==> src/rtl/sprite_dec_pkg.sv <==
// Shared sprite-decoder types: CCL fetch states and group geometry.
// Used by the fetch controller, Byte_buf and the CCL decoder.
package sprite_dec_pkg;

  typedef enum logic [1:0] {
    IDLE  = 2'd0,
    FETCH = 2'd1,
    FLUSH = 2'd2,
    HOLD  = 2'd3
  } ccl_state_e;

  localparam int unsigned CCL_NBYTES = 4;
  localparam int unsigned CCL_ADDR_W = 2;
  localparam int unsigned CCL_SQ_W   = 30;

endpackage

==> src/rtl/ccl_stall_wdog.sv <==
// Stall watchdog: counts starved fetch cycles, fires on the TIMEOUT-th.
// TIMEOUT of zero never fires.
module ccl_stall_wdog #(
  parameter int unsigned TIMEOUT = 255
) (
  input  logic clk,
  input  logic rst_n,
  input  logic clr,
  input  logic inc,
  output logic expire
);

  localparam int unsigned W =
    (TIMEOUT > 1) ? $clog2(TIMEOUT + 1) : 1;

  logic [W-1:0] stall;

  assign expire = (TIMEOUT != 0) && inc &&
                  (stall == W'(TIMEOUT - 1));

  always_ff @(posedge clk or negedge rst_n) begin
    if (!rst_n) begin
      stall <= '0;
    end else if (clr || expire) begin
      stall <= '0;
    end else if (inc) begin
      stall <= stall + 1'b1;
    end
  end

endmodule

==> src/rtl/ccl_fetch_ctrl.sv <==
// CCL header fetch: streams NBYTES bytes into Byte_buf, then holds
// ccl_valid until the decoder acks. Starved fetches abort with err.
module ccl_fetch_ctrl
  import sprite_dec_pkg::*;
#(
  parameter int unsigned NBYTES  = CCL_NBYTES,
  parameter int unsigned ADDR_W  = CCL_ADDR_W,
  parameter int unsigned TIMEOUT = 255
) (
  input  logic              clk,
  input  logic              rst_n,
  input  logic              start,
  input  logic              abort,
  input  logic              in_valid,
  input  logic [7:0]        in_byte,
  output logic              in_ready,
  output logic              buf_enb,
  output logic [ADDR_W-1:0] buf_addr,
  output logic [7:0]        buf_byte,
  output logic              ccl_valid,
  input  logic              ccl_ack,
  output logic              busy,
  output logic              err
);

  ccl_state_e        state, state_n;
  logic [ADDR_W-1:0] cnt, cnt_n;
  logic              in_ready_n;
  logic              buf_enb_n;
  logic [ADDR_W-1:0] buf_addr_n;
  logic [7:0]        buf_byte_n;
  logic              ccl_valid_n;
  logic              err_n;

  logic accept;
  logic last;
  logic wd_clr;
  logic wd_inc;
  logic wd_expire;

  assign busy   = (state != IDLE);
  assign accept = (state == FETCH) && in_valid && in_ready;
  assign last   = (cnt == ADDR_W'(NBYTES - 1));
  assign wd_inc = (state == FETCH) && !in_valid;
  assign wd_clr = (state != FETCH) || accept || abort;

  ccl_stall_wdog #(
    .TIMEOUT (TIMEOUT)
  ) u_wdog (
    .clk    (clk),
    .rst_n  (rst_n),
    .clr    (wd_clr),
    .inc    (wd_inc),
    .expire (wd_expire)
  );

  always_comb begin
    state_n     = state;
    cnt_n       = cnt;
    in_ready_n  = in_ready;
    buf_enb_n   = 1'b0;
    buf_addr_n  = buf_addr;
    buf_byte_n  = buf_byte;
    ccl_valid_n = ccl_valid;
    err_n       = err;
    if (abort) begin
      state_n     = IDLE;
      in_ready_n  = 1'b0;
      ccl_valid_n = 1'b0;
      cnt_n       = '0;
    end else begin
      unique case (state)
        IDLE: begin
          if (start) begin
            state_n    = FETCH;
            cnt_n      = '0;
            err_n      = 1'b0;
            in_ready_n = 1'b1;
          end
        end
        FETCH: begin
          if (accept) begin
            buf_enb_n  = 1'b1;
            buf_addr_n = cnt;
            buf_byte_n = in_byte;
            if (last) begin
              state_n    = FLUSH;
              in_ready_n = 1'b0;
              cnt_n      = '0;
            end else begin
              cnt_n = cnt + 1'b1;
            end
          end else if (wd_expire) begin
            state_n    = IDLE;
            err_n      = 1'b1;
            in_ready_n = 1'b0;
            cnt_n      = '0;
          end
        end
        FLUSH: begin
          state_n     = HOLD;
          ccl_valid_n = 1'b1;
        end
        HOLD: begin
          if (ccl_ack) begin
            state_n     = IDLE;
            ccl_valid_n = 1'b0;
          end
        end
        default: state_n = IDLE;
      endcase
    end
  end

  always_ff @(posedge clk or negedge rst_n) begin
    if (!rst_n) begin
      state     <= IDLE;
      cnt       <= '0;
      in_ready  <= 1'b0;
      buf_enb   <= 1'b0;
      buf_addr  <= '0;
      buf_byte  <= '0;
      ccl_valid <= 1'b0;
      err       <= 1'b0;
    end else begin
      state     <= state_n;
      cnt       <= cnt_n;
      in_ready  <= in_ready_n;
      buf_enb   <= buf_enb_n;
      buf_addr  <= buf_addr_n;
      buf_byte  <= buf_byte_n;
      ccl_valid <= ccl_valid_n;
      err       <= err_n;
    end
  end

endmodule

==> config.mk <==
export PLATFORM = sky130hd
export DESIGN_NAME = ccl_fetch_ctrl
export DESIGN_NICKNAME = d
export VERILOG_FILES = /design/src/rtl/sprite_dec_pkg.sv /design/src/rtl/ccl_stall_wdog.sv /design/src/rtl/ccl_fetch_ctrl.sv
export SDC_FILE = /design/constraint.sdc
export NUM_CORES = 1
export LEC_CHECK = 0
export BUFFER_PORTS_ARGS = -buffer_cell sky130_fd_sc_hd__buf_4
export CAP_MARGIN = 20
export CORE_MARGIN = 2
export CORE_UTILIZATION = 55
export CTS_BUF_LIST = sky130_fd_sc_hd__clkbuf_8
export CTS_CLUSTER_SIZE = 30
export DETAILED_ROUTE_END_ITERATION = 8
export PLACE_DENSITY = 0.9
export SLEW_MARGIN = 30
export SYNTH_ARGS = -nofsm -noshare
export SYNTH_HDL_FRONTEND = slang
export SYNTH_SLANG_ARGS = --single-unit
==> constraint.sdc <==
create_clock -name clk -period 2.4 [get_ports clk]
set_input_delay 0.6 -clock clk [delete_from_list [all_inputs] [get_ports clk]]
set_output_delay 0.6 -clock clk [all_outputs]
set_load 0.05 [all_outputs]
==> metrics.yaml, run 1 <==
total_power_mw: 1.75
die-width_um: 53.3
grt_overflow: 0
netlist_area_um2: 1340
drtAntennaViolNets: 0
cp_slowest_stage_delay_ps: 490
rr_startpoint: "state[1]"
hold_viol: 0
route.detailed.drc: 0
timing.critical_path.from: "state[1]"
cts-root-buf: "clkbuf_8"
synthArstFlopShare_pct: 100
path_delay_family: "flip-flops"
crit_path_start_kind: "flop"
port_buffers: 28
cp.arrival_ps: 1300
slowest_stage: "dfrtp_1"
yosysMostFrequentCell: "dfrtp_1"
rsz0062_at_grt: "false"
antenna_found_initial: 0
postCtsSetupRepairBufs: 0
hp-class: "primary input to asynchronous set/reset pin"
core_area_um2: 2250
finalCritPeriodShare_pct: 79.3
wl_met1_um: 1150
synth_top_area_share_pct: 48.6
fin_skew_ps: 1.57
fmax_ghz: 0.525
crit_fanout: 10
netlist-cell-type-count: 36
power_density_nw_per_um2: 1100
maxCapViolCount: 0
htree_levels: 1
finalSetupTns_ps: 0
dr_wl_met2_um: 1570
grtUsageTotal_pct: 23.3
grt_max_degree: 27
synth_seq_area_share_pct: 48.6
firstDrtPassIters: 4
gp_congestion: 0.852
post_dp_cell_area_um2: 1540
netlist_top_cells_area: "dfrtp_1 (49%), mux2_2 (8.4%), o2111ai_1 (3.3%)"
synthCells: 119
final_area_um2: 1600
cts_sinks: 26
io-pin-count: 29
viasPerCell: 6.06
cp.depth: 2
cts-hold-fix-buffers: 0
vias: 1048
status: "complete, no violations"
ff2ff_path_depth: 3
num_rows: 17
required_ps: 1800
synth_common_cells: "dfrtp_1 (26), mux2_2 (10), a21oi_1 (8)"
vdd_drop_max_uv: 763
r2r_end: "buf_byte[4]"
finalSetupViolCount: 0
fin_nets: 163
ctsResizeCount: 0
wl_per_cell_um: 16.7
synth.avg_cell_area_um2: 11.2
areaGrowthSynthToFinish_pct: 19.3
start_util_pct: 59.3
route.met3.wl_um: 130
timing.critical_path.buf_inv: 1
tightest_slew_ps: 674
period_needed_ps: 1900
diodes: 0
end_kind: "output port"
clk_pin_slew_ps: 90
grt_pass1_wl_um: 4690
dp_hpwl_um: 2050
yosysWarnings: 0
path_cells: "or2_2 > buf_4"
numCtsBuffers: 3
synth-main-ff-cell: "dfrtp_1"
yosysTopAreaCell: "dfrtp_1"
crit_type: "flop to output port"
cts.path.max_buffers: 2
die_area_um2: 2840
drt_iter0_drc: 20
r2r_setup_slack_ps: 530
die-height_um: 53.3
cts_tree: "done"
endpoint: "busy"
p_leak_nw: 0.734
syn-num-nets: 136
grt_pass1_vias: 1000
clock_latency_ps: 270
wl_um: 2890
synth-edff-count: 0
drive_above_1_share_pct: 31.7
final-max-slew-violation-count: 0
yosys_register_bits: 26
max-slew-margin-rel_pct: 55.0
highest_layer: "met4"
per-stage QoR:
stage,hold slack [ps],std cells,setup slack (ps),utilization [%]
3_5_place_dp,501,169,341,68.3
4_1_cts,232,173,501,70.8
6_report,216,173,496,70.8
2_1_floorplan,304,119,597,-
3_3_place_gp,494,169,357,68.3
5_1_grt,239,173,453,70.8
layout by cell type (no fill, tap or decap):
| master | n |
|---|---|
| o211ai_1 | 2 |
| mux2i_1 | 3 |
| inv_1 | 5 |
| a221o_1 | 2 |
| o2111ai_1 | 5 |
| a211oi_1 | 3 |
| a211o_1 | 1 |
| mux2_2 | 10 |
| a21oi_1 | 8 |
| or4_1 | 2 |
| or2_2 | 1 |
| clkbuf_8 | 4 |
| o31ai_1 | 1 |
| nand4b_1 | 1 |
| ha_1 | 3 |
| a31oi_1 | 2 |
| o211a_1 | 2 |
| nand3_1 | 4 |
| nor3b_1 | 1 |
| a21o_1 | 1 |
| nor2b_1 | 5 |
| o21ai_0 | 4 |
| and3b_1 | 1 |
| or3_1 | 5 |
| and2_1 | 1 |
| nand4_1 | 2 |
| dfrtp_1 | 26 |
| nand2_1 | 4 |
| nor2_4 | 1 |
| or3b_1 | 1 |
| and2b_1 | 1 |
| buf_4 | 29 |
| nor2_1 | 2 |
| nor3b_2 | 1 |
| a32o_1 | 1 |
logic make-up (layout without fill, tap and decap cells):
kind of cell,count (synthesis),count (layout),synth area share (%)
and+or+nand+nor,33,33,15.7
adders and majority gates,3,3,2.81
buffers and inverters,12,38,5.14
DFF,26,26,48.6
AOI/OAI and AO/OA,32,32,17.0
muxes,13,13,10.7
worst register-to-register path, stage by stage (launching register included):
cell,delay (ps)
dfrtp_1,490
or3b_1,550
nor2_4,340
mux2_2,380
worst min path at each step:
stage	from	end	cells past startpoint
3_3_place_gp	buf_byte[4]	buf_byte[4]	1
3_5_place_dp	buf_byte[2]	buf_byte[2]	1
6_report	rst_n	u_wdog.stall[5]	1
4_1_cts	rst_n	u_wdog.stall[6]	1
5_1_grt	rst_n	u_wdog.stall[6]	1
2_1_floorplan	rst_n	buf_addr[0]	0
per-layer routing:
metal	up-vias	track usage, %
li1	498	-
met1	513	28.5
met2	31	40.5
met3	6	4.52
met4	0	7.69
met5	-	0
area by class of cell:
class	instances	area, µm²
flip-flops and latches	26	651
well taps	28	35.0
clock buffers	4	55.1
inverters	5	18.8
fillers	170	659
repair buffers	29	218
multi-input cells	81	618
sequential cells by signal (all words and copies together) (netlist names):
name          flops
buf_byte          8
u_wdog.stall      8
buf_addr          2
cnt               2
state             2
buf_enb           1
ccl_valid         1
err               1
in_ready          1
power by group:
group / switching, mW / internal [mW] / total [mW] / leakage (nW)
Sequential: 0.0977 / 0.548 / 0.645 / 0.346
Combinational: 0.541 / 0.282 / 0.823 / 0.359
Clock: 0.132 / 0.147 / 0.279 / 0.0288
Total: 0.771 / 0.976 / 1.75 / 0.734
No activity file was read; power rests on OpenSTA's default activity.
==> inputs of run 2 (changes only) <==
--- a/config.mk
+++ b/config.mk
@@ -8,11 +8,11 @@
 export BUFFER_PORTS_ARGS = -buffer_cell sky130_fd_sc_hd__buf_4
 export CAP_MARGIN = 20
 export CORE_MARGIN = 2
-export CORE_UTILIZATION = 55
+export CORE_UTILIZATION = 50
 export CTS_BUF_LIST = sky130_fd_sc_hd__clkbuf_8
 export CTS_CLUSTER_SIZE = 30
 export DETAILED_ROUTE_END_ITERATION = 8
-export PLACE_DENSITY = 0.9
+export PLACE_DENSITY = 0.86
 export SLEW_MARGIN = 30
 export SYNTH_ARGS = -nofsm -noshare
 export SYNTH_HDL_FRONTEND = slang
==> constraint.sdc (replaced) <==
create_clock -name clk -period 1.61 [get_ports clk]
set_input_delay 0.4025 -clock clk [delete_from_list [all_inputs] [get_ports clk]]
set_output_delay 0.4025 -clock clk [all_outputs]
set_load 0.05 [all_outputs]
==> metrics.yaml, run 2 (synthesized netlist as in run 1, its figures left out) <==
p_int_mw: 1.66
final-max-slew-violation-count: 0
wl_per_cell_um: 17.0
finalSetupTns_ps: -18.8
cts_tree: "done"
areaGrowthSynthToFinish_pct: 35.7
wl_um: 3290
grt_pass1_vias: 1148
final_cell_mix: "buf_4 (42), dfrtp_1 (25), mux2_4 (8), a21oi_1 (8)"
grtUsageTotal_pct: 22.3
finalSetupViolCount: 1
p_sw_mw: 1.21
vias: 1162
clk_pin_slew_ps: 90
start_util_pct: 53.5
grt_pass1_wl_um: 5510
viasPerCell: 6.02
drt_iter0_drc: 28
antenna_found_initial: 0
cts-root-buf: "clkbuf_8"
grt_overflow: 0
power_density_nw_per_um2: 1580
required_ps: 1210
hp-class: "primary input to asynchronous set/reset pin"
die-width_um: 55.7
fmax_ghz: 0.614
fin_nets: 181
crit_path_start_kind: "flop"
sw_frac_of_total_pct: 42.2
place_ws_ps: -197
clkPwrFrac_pct: 14.6
reg_top3: "buf_byte (8), u_wdog.stall (8)"
hold_viol: 0
cts.path.max_buffers: 2
cp.arrival_ps: 1230
status: "complete, but fails checks"
cts_sinks: 26
diodes: 0
clock_latency_ps: 270
period_needed_ps: 1630
max-slew-margin-rel_pct: 75.4
finalCritPeriodShare_pct: 101
die-height_um: 55.7
drive_above_1_share_pct: 42.9
fill_cells: 172
cts-hold-fix-buffers: 0
firstDrtPassIters: 4
end_kind: "output port"
seqCellArea_um2: 652
fin_skew_ps: 6.54
io-pin-count: 29
vdd_drop_max_uv: 1330
final_common_cell: "buf_4"
crit_fanout: 8
total_power_mw: 2.87
crit_type: "flop to output port"
numCtsBuffers: 3
die_area_um2: 3100
power_frac_comb_pct: 52.6
htree_levels: 1
num_rows: 18
finalWorstSetupSlack_ps: -18.8
dp_hpwl_um: 2230
final_area_um2: 1820
grt_max_degree: 27
violations: "setup timing"
p_leak_nw: 0.855
core_area_um2: 2500
power_frac_seq_pct: 32.8
post_dp_cell_area_um2: 1690
port_buffers: 28
tightest_slew_ps: 368
rsz0062_at_grt: "true"
gp_congestion: 0.942
route.detailed.drc: 0
maxCapViolCount: 0
whs_ps: 20.4
multiInputGateArea_um2: 668
drtAntennaViolNets: 0
## run 2: cell types whose count changed in the layout (fill, tap and decap cells not counted), sizes merged
cell / previous run / this run
buf: 29 / 47
## run 2: cell type report
cell class,instances,share of cell area (%)
clock buffer,4,3.03
inverter,5,1.03
multi-input combinational,81,36.8
sequential,26,35.9
tap,30,2.07
timing repair buffer,47,21.2
## run 2: final timing paths
path / endpoint / depth (start not counted) / start / slack [ps]
max in group asynchronous: in_ready / 1 / rst_n / 1310
setup reg to reg: u_wdog.stall[4] / 4 / state[1] / 0
hold reg to reg: buf_byte[5] / 1 / buf_byte[5] / 520
min in group clk: buf_byte[6] / 2 / in_byte[6] / 360
hold / removal: u_wdog.stall[1] / 1 / rst_n / 20
setup / recovery: busy / 3 / state[1] / -20
## run 2: worst max-delay path, stage by stage, from the launching register on
cell and delay (ps):
dfrtp_1 410, buf_6 140, or2_4 240, buf_8 150
## run 2: routing by layer
layer / part of all wire [%] / wire length [µm] / GRT usage, %
met5: 0 / 0 / 0
met4: 1.5 / 48 / 4.18
met3: 5.9 / 193 / 6.28
met2: 52 / 1720 / 38.8
met1: 40 / 1330 / 27.8
## run 2: per-stage QoR
stage	util [%]	std cells
floorplan	-	119
global placement	67.7	185
detailed placement	67.7	185
CTS	71.0	189
global route	72.6	193
finish	72.6	193
## run 2: power by group through the flow
stage               clock network (mW)  registers [mW]  logic, mW
floorplan                            0            1.38      0.509
global placement                     0           0.933       1.37
detailed placement                   0           0.948       1.40
CTS                              0.423           0.939       1.47
global route                     0.466           0.963       1.60
finish                           0.419           0.942       1.51
## run 2: what timing repair did
action	4_1_cts	5_1_grt
resized for setup	10	3
setup endpoints to repair	3	9
buffers inserted	0	4
pin swaps	2	2
==> inputs of run 3 (changes only) <==
--- a/config.mk
+++ b/config.mk
@@ -16,4 +16,5 @@
 export SLEW_MARGIN = 30
 export SYNTH_ARGS = -nofsm -noshare
 export SYNTH_HDL_FRONTEND = slang
+export SYNTH_HIERARCHICAL = 1
 export SYNTH_SLANG_ARGS = --single-unit
==> metrics.yaml, run 3 <==
status: "complete, but fails checks"
violations: "setup timing"
yosysMostFrequentCell: "dfrtp_1"
end_kind: "flop"
grtUsageTotal_pct: 21.0
fmax_ghz: 0.612
tightest_slew_ps: 326
final-max-slew-violation-count: 0
crit_path_start_kind: "flop"
crit_type: "flop to flop"
synth.avg_cell_area_um2: 12.0
finalWorstSetupSlack_ps: -23.9
p_int_mw: 1.27
finalSetupViolCount: 11
fin_nets: 171
dp_hpwl_um: 1870
route.detailed.drc: 0
netlist-cell-type-count: 34
clk_pin_slew_ps: 90
numCtsBuffers: 3
areaGrowthSynthToFinish_pct: 39.4
power_density_nw_per_um2: 1020
port_buffers: 28
path_cells: "buf_6 > nor3b_4 > nor2b_4 > clkbuf_16 > mux2_4"
io-pin-count: 29
antenna_found_initial: 0
required_ps: 1770
die_area_um2: 3020
whs_ps: 25.7
num_rows: 18
netlist_top_cells_area: "dfrtp_1 (50%), mux2_4 (6.9%), mux2_2 (4.3%)"
vdd_drop_max_uv: 1020
wl_um: 2880
synth_seq_area_share_pct: 50.0
instances_no_fill: 183
timing.critical_path.from: "state[1]"
rsz0062_at_grt: "true"
power_frac_seq_pct: 41.2
wl_per_cell_um: 15.7
cts_sinks: 26
start_util_pct: 52.5
hold_viol: 0
drt_iter0_drc: 23
vias: 996
synthCells: 108
cp.arrival_ps: 1790
cts-root-buf: "clkbuf_8"
core_area_um2: 2480
dp.cells: 173
clkPwrFrac_pct: 29.0
fin_skew_ps: 1.29
p_sw_uw: 570
yosysTopAreaCell: "dfrtp_1"
cts_tree: "done"
synth-main-ff-cell: "dfrtp_1"
cp_slowest_stage_delay_ps: 430
htree_levels: 1
cts.path.max_buffers: 2
viasPerCell: 5.44
post_dp_cell_area_um2: 1620
synth_common_cells: "dfrtp_1 (26), nor2_1 (9), mux2_4 (6)"
die-height_um: 55.0
yosys_register_bits: 26
p_leak_nw: 0.859
slowest_stage: "dfrtp_1"
firstDrtPassIters: 4
final_cell_mix: "buf_4 (42), dfrtp_1 (25), mux2_4 (11)"
synth-edff-count: 0
synth_top_area_share_pct: 50.0
max-slew-margin-rel_pct: 78.2
drtAntennaViolNets: 0
diodes: 0
sw_frac_of_total_pct: 31.0
hp-class: "primary input to asynchronous set/reset pin"
grt_max_degree: 27
power_frac_comb_pct: 29.8
crit_fanout: 6
drive_above_1_share_pct: 49.7
reg_top3: "buf_byte (8), u_wdog/stall (8)"
grt_pass1_wl_um: 4490
maxCapViolCount: 0
clock_latency_ps: 260
yosysWarnings: 6
period_needed_ps: 1630
fill_cells: 160
final_area_um2: 1810
syn-num-nets: 125
grt_pass1_vias: 969
synthArstFlopShare_pct: 100
rr_startpoint: "state[1]"
finalCritPeriodShare_pct: 101
netlist_area_um2: 1300
die-width_um: 55.0
final_common_cell: "buf_4"
grt_overflow: 0
gp_congestion: 0.828
-- run 3: changes by cell type in the layout (fill, tap and decap cells not counted), sizes merged, moves of 3 or more --
| cell | change |
|---|---|
| xor2 | +3 |
| a22o | +3 |
| o21bai | +3 |
| nor2 | +6 |
| or3 | -5 |
| nand4 | +3 |
| o2111ai | -5 |
| a21oi | -3 |
-- run 3: worst max-delay path, delay by kind of cell, from the launching register on --
family                 cells  cell delay [ps]
buffers and inverters      2              320
DFF                        1              430
muxes                      1              290
and+or+nand+nor            2              480
-- run 3: cells by family (layout without fill, tap and decap cells) --
| family | after synthesis | count (layout) | synth area share (%) |
|---|---|---|---|
| simple gates | 32 | 32 | 15.2 |
| compound gates | 22 | 22 | 11.8 |
| buf+inv | 9 | 54 | 5.29 |
| mux | 12 | 12 | 12.0 |
| xor+xnor | 4 | 4 | 2.70 |
| fa+ha+maj | 3 | 3 | 2.89 |
| flops | 26 | 26 | 50.0 |
-- run 3: power groups by stage --
stage               combinational [mW]  sequential (mW)  clock, mW
finish                           0.548            0.757      0.533
floorplan                        0.125            0.981          0
CTS                              0.541            0.757      0.538
global route                     0.575            0.763      0.573
global placement                 0.507            0.763          0
detailed placement               0.518            0.767          0
-- run 3: final timing paths --
check / endpoint / slack (ps) / cells past startpoint
max: buf_byte[6] / -20 / 5
min: u_wdog/stall[1] / 30 / 1
max reg2reg: buf_byte[6] / -20 / 5
min reg2reg: buf_byte[3] / 520 / 1
max in group asynchronous: in_ready / 1320 / 1
min in group clk: state[0] / 330 / 2
-- run 3: final cells by class --
type	instances	area [µm²]	share of cell area, %
Sequential cell	26	652	36.0
Tap cell	30	37.5	2.07
Clock buffer	3	41.3	2.28
Inverter	4	15.0	0.829
Multi-Input combinational cell	73	653	36.0
Clock inverter	1	30.0	1.66
Timing Repair Buffer	46	383	21.1
-- run 3: stage by stage --
step	total power, mW	setup WS (ps)	TNS, ps	util (%)
after floorplan	1.11	-262	-655	-
after global placement	1.27	23.3	0	65.3
after detailed placement	1.29	-43.6	-183	65.3
after CTS	1.84	-39.1	-294	70.8
after global routing	1.91	-90.0	-932	73.1
final	1.84	-23.9	-148	73.1
-- run 3: metal layers --
| layer | share of wire, % | track usage, % | wire, µm | up-vias |
|---|---|---|---|---|
| met2 | 53 | 35.5 | 1520 | 27 |
| met3 | 4.2 | 3.23 | 122 | 2 |
| li1 | - | - | - | 481 |
| met5 | 0 | 0 | 0 | - |
| met4 | 0.35 | 8.13 | 10 | 0 |
| met1 | 43 | 27.0 | 1230 | 486 |
-- run 3: timing repair --
item,4_1_cts,5_1_grt
pin swaps,3,8
cloned,1,0
hold buffers,0,0
buffers inserted,2,4
setup endpoints to repair,14,23
resized for setup,8,10
endpoints found under the hold margin,0,0
